### src/rtl/fu_issue_ctrl.sv
// fu_issue_ctrl: issue/return controller for the functional unit.
// Captures FU_* on accept and holds them for the unit latency, then registers the result.
// Backpressure: at most one op is in flight. A response is held until RSP_READY.
module fu_issue_ctrl #(
  parameter int WIDTH     = 32,
  parameter int ALUBS_LAT = 1,
  parameter int MADD_LAT  = 2,
  parameter int CNT_W     = 4
) (
  input  logic             CLOCK,
  input  logic             RESET,
  input  logic             REQ_VALID,
  output logic             REQ_READY,
  input  logic [4:0]       REQ_INST,
  input  logic [WIDTH-1:0] REQ_A,
  input  logic [WIDTH-1:0] REQ_B,
  input  logic [WIDTH-1:0] REQ_C,
  output logic [4:0]       FU_INST,
  output logic [WIDTH-1:0] FU_A,
  output logic [WIDTH-1:0] FU_B,
  output logic [WIDTH-1:0] FU_C,
  input  logic [WIDTH-1:0] FU_Z,
  input  logic [3:0]       FU_FLAGS,
  output logic             RSP_VALID,
  input  logic             RSP_READY,
  output logic [WIDTH-1:0] RSP_Z,
  output logic [3:0]       RSP_FLAGS,
  output logic             BUSY
);

  typedef enum logic [1:0] {
    IDLE = 2'd0,
    EXEC = 2'd1,
    DONE = 2'd2
  } state_t;

  state_t             state_q;
  logic [CNT_W-1:0]   cnt_q;
  logic [CNT_W-1:0]   lat_d;
  logic [4:0]         fu_inst_q;
  logic [WIDTH-1:0]   fu_a_q, fu_b_q, fu_c_q;
  logic               rsp_vld_q;
  logic [WIDTH-1:0]   rsp_z_q;
  logic [3:0]         rsp_flags_q;
  logic               accept;
  logic               is_alu_q;

  // Request acceptance: free in IDLE, or in DONE when the response leaves this cycle.
  always_comb begin
    REQ_READY = 1'b0;
    if (!RESET) begin
      REQ_READY = (state_q == IDLE) || ((state_q == DONE) && RSP_READY);
    end
    accept = REQ_VALID && REQ_READY;
    // INST[3]=1 with INST[4]=1 is MADD; everything else uses the ALU/shifter latency.
    lat_d = (REQ_INST[3] && REQ_INST[4]) ? CNT_W'(MADD_LAT) : CNT_W'(ALUBS_LAT);
    // Flags are only meaningful for ALU ops (INST[3]=1, INST[4]=0).
    is_alu_q = fu_inst_q[3] && !fu_inst_q[4];
  end

  // Issue/return FSM with all functional-unit and response outputs registered.
  always_ff @(posedge CLOCK or posedge RESET) begin
    if (RESET) begin
      state_q     <= IDLE;
      cnt_q       <= '0;
      fu_inst_q   <= '0;
      fu_a_q      <= '0;
      fu_b_q      <= '0;
      fu_c_q      <= '0;
      rsp_vld_q   <= 1'b0;
      rsp_z_q     <= '0;
      rsp_flags_q <= '0;
    end else begin
      case (state_q)
        IDLE: begin
          if (accept) begin
            fu_inst_q <= REQ_INST;
            fu_a_q    <= REQ_A;
            fu_b_q    <= REQ_B;
            fu_c_q    <= REQ_C;
            cnt_q     <= lat_d;
            state_q   <= EXEC;
          end
        end
        EXEC: begin
          // Operands stay frozen: the unit latches its clock enables mid-cycle.
          cnt_q <= cnt_q - 1'b1;
          if (cnt_q == CNT_W'(1)) begin
            rsp_z_q     <= FU_Z;
            rsp_flags_q <= is_alu_q ? FU_FLAGS : 4'b0000;
            rsp_vld_q   <= 1'b1;
            fu_inst_q   <= '0;
            state_q     <= DONE;
          end
        end
        DONE: begin
          if (RSP_READY) begin
            rsp_vld_q <= 1'b0;
            if (accept) begin
              fu_inst_q <= REQ_INST;
              fu_a_q    <= REQ_A;
              fu_b_q    <= REQ_B;
              fu_c_q    <= REQ_C;
              cnt_q     <= lat_d;
              state_q   <= EXEC;
            end else begin
              state_q <= IDLE;
            end
          end
        end
        default: begin
          state_q <= IDLE;
        end
      endcase
    end
  end

  // Output wiring from the registered state.
  always_comb begin
    FU_INST   = fu_inst_q;
    FU_A      = fu_a_q;
    FU_B      = fu_b_q;
    FU_C      = fu_c_q;
    RSP_VALID = rsp_vld_q;
    RSP_Z     = rsp_z_q;
    RSP_FLAGS = rsp_flags_q;
    BUSY      = (state_q == EXEC) || (state_q == DONE);
  end

endmodule

### config.mk
export PLATFORM = sky130hd
export DESIGN_NAME = fu_issue_ctrl
export DESIGN_NICKNAME = d
export VERILOG_FILES = /design/src/rtl/fu_issue_ctrl.sv
export SDC_FILE = /design/constraint.sdc
export NUM_CORES = 1
export LEC_CHECK = 0
export BUFFER_PORTS_ARGS = -buffer_cell sky130_fd_sc_hd__clkbuf_2
export CORE_UTILIZATION = 41
export CTS_CLUSTER_DIAMETER = 30
export DETAILED_ROUTE_END_ITERATION = 8
export PLACE_DENSITY = 0.75
export RECOVER_POWER = 100
export SLEW_MARGIN = 10
export SYNTH_ARGS = -nofsm -noshare
export SYNTH_HDL_FRONTEND = slang
export SYNTH_SLANG_ARGS = --single-unit
export TNS_END_PERCENT = 30
### constraint.sdc
create_clock -name CLOCK -period 5.2 [get_ports CLOCK]
set_input_delay 1.04 -clock CLOCK [delete_from_list [all_inputs] [get_ports CLOCK]]
set_output_delay 1.04 -clock CLOCK [all_outputs]
set_load 0.05 [all_outputs]
==> run metrics <==
number of synthesized register bits=144; core footprint=13400 um2; Post-synth top cells=144 x dfrtp_1, 129 x mux2_2, 13 x nand2_1; Synth warnings=0; global-route wire length before repair=20.2 mm; clk_skew=0.00720 ns; Initial Util=42.6%; row count=42; period utilization=71.5%; gr usage total=approximately 18%; max cap viols=2; diodes inserted=0; port bufs=280; Post-synth EDFFs=0; TritonCTS clock tree=built; number of global-route vias before repair=4164; Post-DRT Antenna Nets=0; Post-Place Setup Slack=between 1.5 and 2 ns; CP Max Fanout=70; Post-CTS Hold Fix Bufs=0; CP arrival=~4.0 ns; count leader, synth=dfrtp_1; Setup WS post-layout=~1.5 ns; DRC violations left=0; ys async rst share=100%; DRT Pass-1 Iters=4; final hold viol count=0; Critical Path Max Stage Delay=around 1.4 ns; Crit Path Class=flop to flop; min Tclk post-route=~3.7 ns; status=complete, but fails checks; CTS Buf Count=17; Synth area leaders=dfrtp_1 63%, mux2_2 25%, ha_1 1.3%; Mapped Cells=about 370; Synth top area share=a little over three fifths; worst path cell trace=inv_1 -> ha_1 -> nand2b_1 -> a21oi_4 -> clkbuf_2 -> mux2_2; GP Congestion=0.749; area growth from synthesis to layout=33.7%; Slew HR=-41.5%; critical path endpoint category=flop; failing checks=capacitance limit, slew limit; die area=14400 um2; Synth area leader=dfrtp_1; wire per inst=between 15 and 20 um; sequential fraction of the synthesis area=63.1%; hold crit path type=flop to flop; Resized cells post-CTS=0; CP max-delay cell=clkbuf_2; RSZ-0062 raised after global routing=no; Req. time, crit path=between 5 and 6 ns; Final Max Slew Viols=174; clock root buffer=clkbuf_16; Final setup viols=0; Syn Area/Cell=15.6 um2; Cell Area, Synth=5710 um2; H-tree depth=4; initial antenna violation count=0; Mapped Nets=513; Layout Nets=799; fmax=~270 MHz; Die H=roughly 120 um; main flop type after synthesis=dfrtp_1; grt ovf=0; IO Pins=281; post-route setup TNS=0 ns; Clock Pin Slew Worst Setup and Hold Paths=0.06 ns; CTS max path bufs=2; # Post-CTS Setup Buffers=0; Critical Path Source Type=flop; largest net degree at the start of global routing=103; post-DR vias/cell=4.73; DP HPWL=9.51 mm; layout cells sized above 1=46.8%; Clock Sink Count=144; WP buf/inv=2; DR vias=approximately 4000; Largest delay share family, worst path=buffers and inverters; final WL=12.9 mm; Clk Latency, worst-skew pair=0.41 ns; slew of the pin with the lowest slew margin=2.12 ns; initial DRC count=105; chip width=120 um; post-synth cell types=31
cell type report:
cell class	count	area, um2
inverters	7	30.0
flip-flops and latches	144	3600
clock inverters	13	136
multi-input cells	200	1960
repair buffers	282	1230
well taps	176	220
clock buffers	19	453
fillers	1160	5760
path summary, 6_finish.rpt:
kind	start	end	slack [ns]	cells after the start
worst min register to register	FU_A[8]	FU_A[8]	0.50	1
min in group asynchronous	RESET	FU_A[22]	1.30	2
worst max-delay path	state_q[0]	FU_C[23]	1.48	6
max in group asynchronous	RESET	FU_B[3]	2.00	3
worst min-delay path	FU_A[8]	FU_A[8]	0.50	1
worst max register to register	state_q[0]	FU_C[23]	1.48	6
cell usage in the layout, fill, tap and decap left out, types with 5 or more instances in the layout:
master | synthesis | routed
o21ai_0 | 7 | 8
nand3_1 | 5 | 5
ha_1 | 6 | 6
dfrtp_1 | 144 | 144
mux2_4 | 5 | 5
clkbuf_16 | 0 | 17
nand2_1 | 13 | 13
nor2b_1 | 7 | 7
mux2_2 | 129 | 129
clkbuf_1 | 0 | 141
clkbuf_2 | 0 | 141
clkinv_2 | 0 | 5
inv_1 | 6 | 5
layer usage:
layer | wire length (um) | up-vias | part of all wire, % | GRT usage [%]
met5 | 0 | - | 0 | 0
met4 | 164 | 0 | 1.3 | 6.41
met3 | 919 | 14 | 7.1 | 5.51
met2 | 6710 | 158 | 52 | 32.2
met1 | 5120 | 1937 | 40 | 20.4
li1 | - | 1866 | - | -
cell families (layout without fill, tap and decap cells):
family / Yosys count / after routing / synth area share (%)
compound gates: 21 / 21 / 2.80
fa+ha+maj: 6 / 6 / 1.31
buf+inv: 22 / 321 / 2.32
flops: 144 / 144 / 63.1
mux: 134 / 134 / 26.8
simple gates: 39 / 39 / 3.70
registers in the layout, summed over array words and instances, names as in the netlist:
signal,cells
FU_A,32
FU_B,32
FU_C,32
FU_INST,5
RSP_FLAGS,4
RSP_VALID,1
RSP_Z,32
cnt_q,4
state_q,2
per-stage QoR:
stage	std cells	utilization [%]	area, um2	hold slack (ns)
after floorplan	366	-	5710	0.476
after global placement	809	54.2	7270	0.488
after detailed placement	809	54.2	7270	0.495
after CTS	841	58.6	7860	0.508
after global routing	841	57.0	7640	0.515
final	841	57.0	7640	0.503
Power is left out: the tool's default activity adds up to more than one toggle a clock period on the data nets, which glitch-free logic cannot reach.
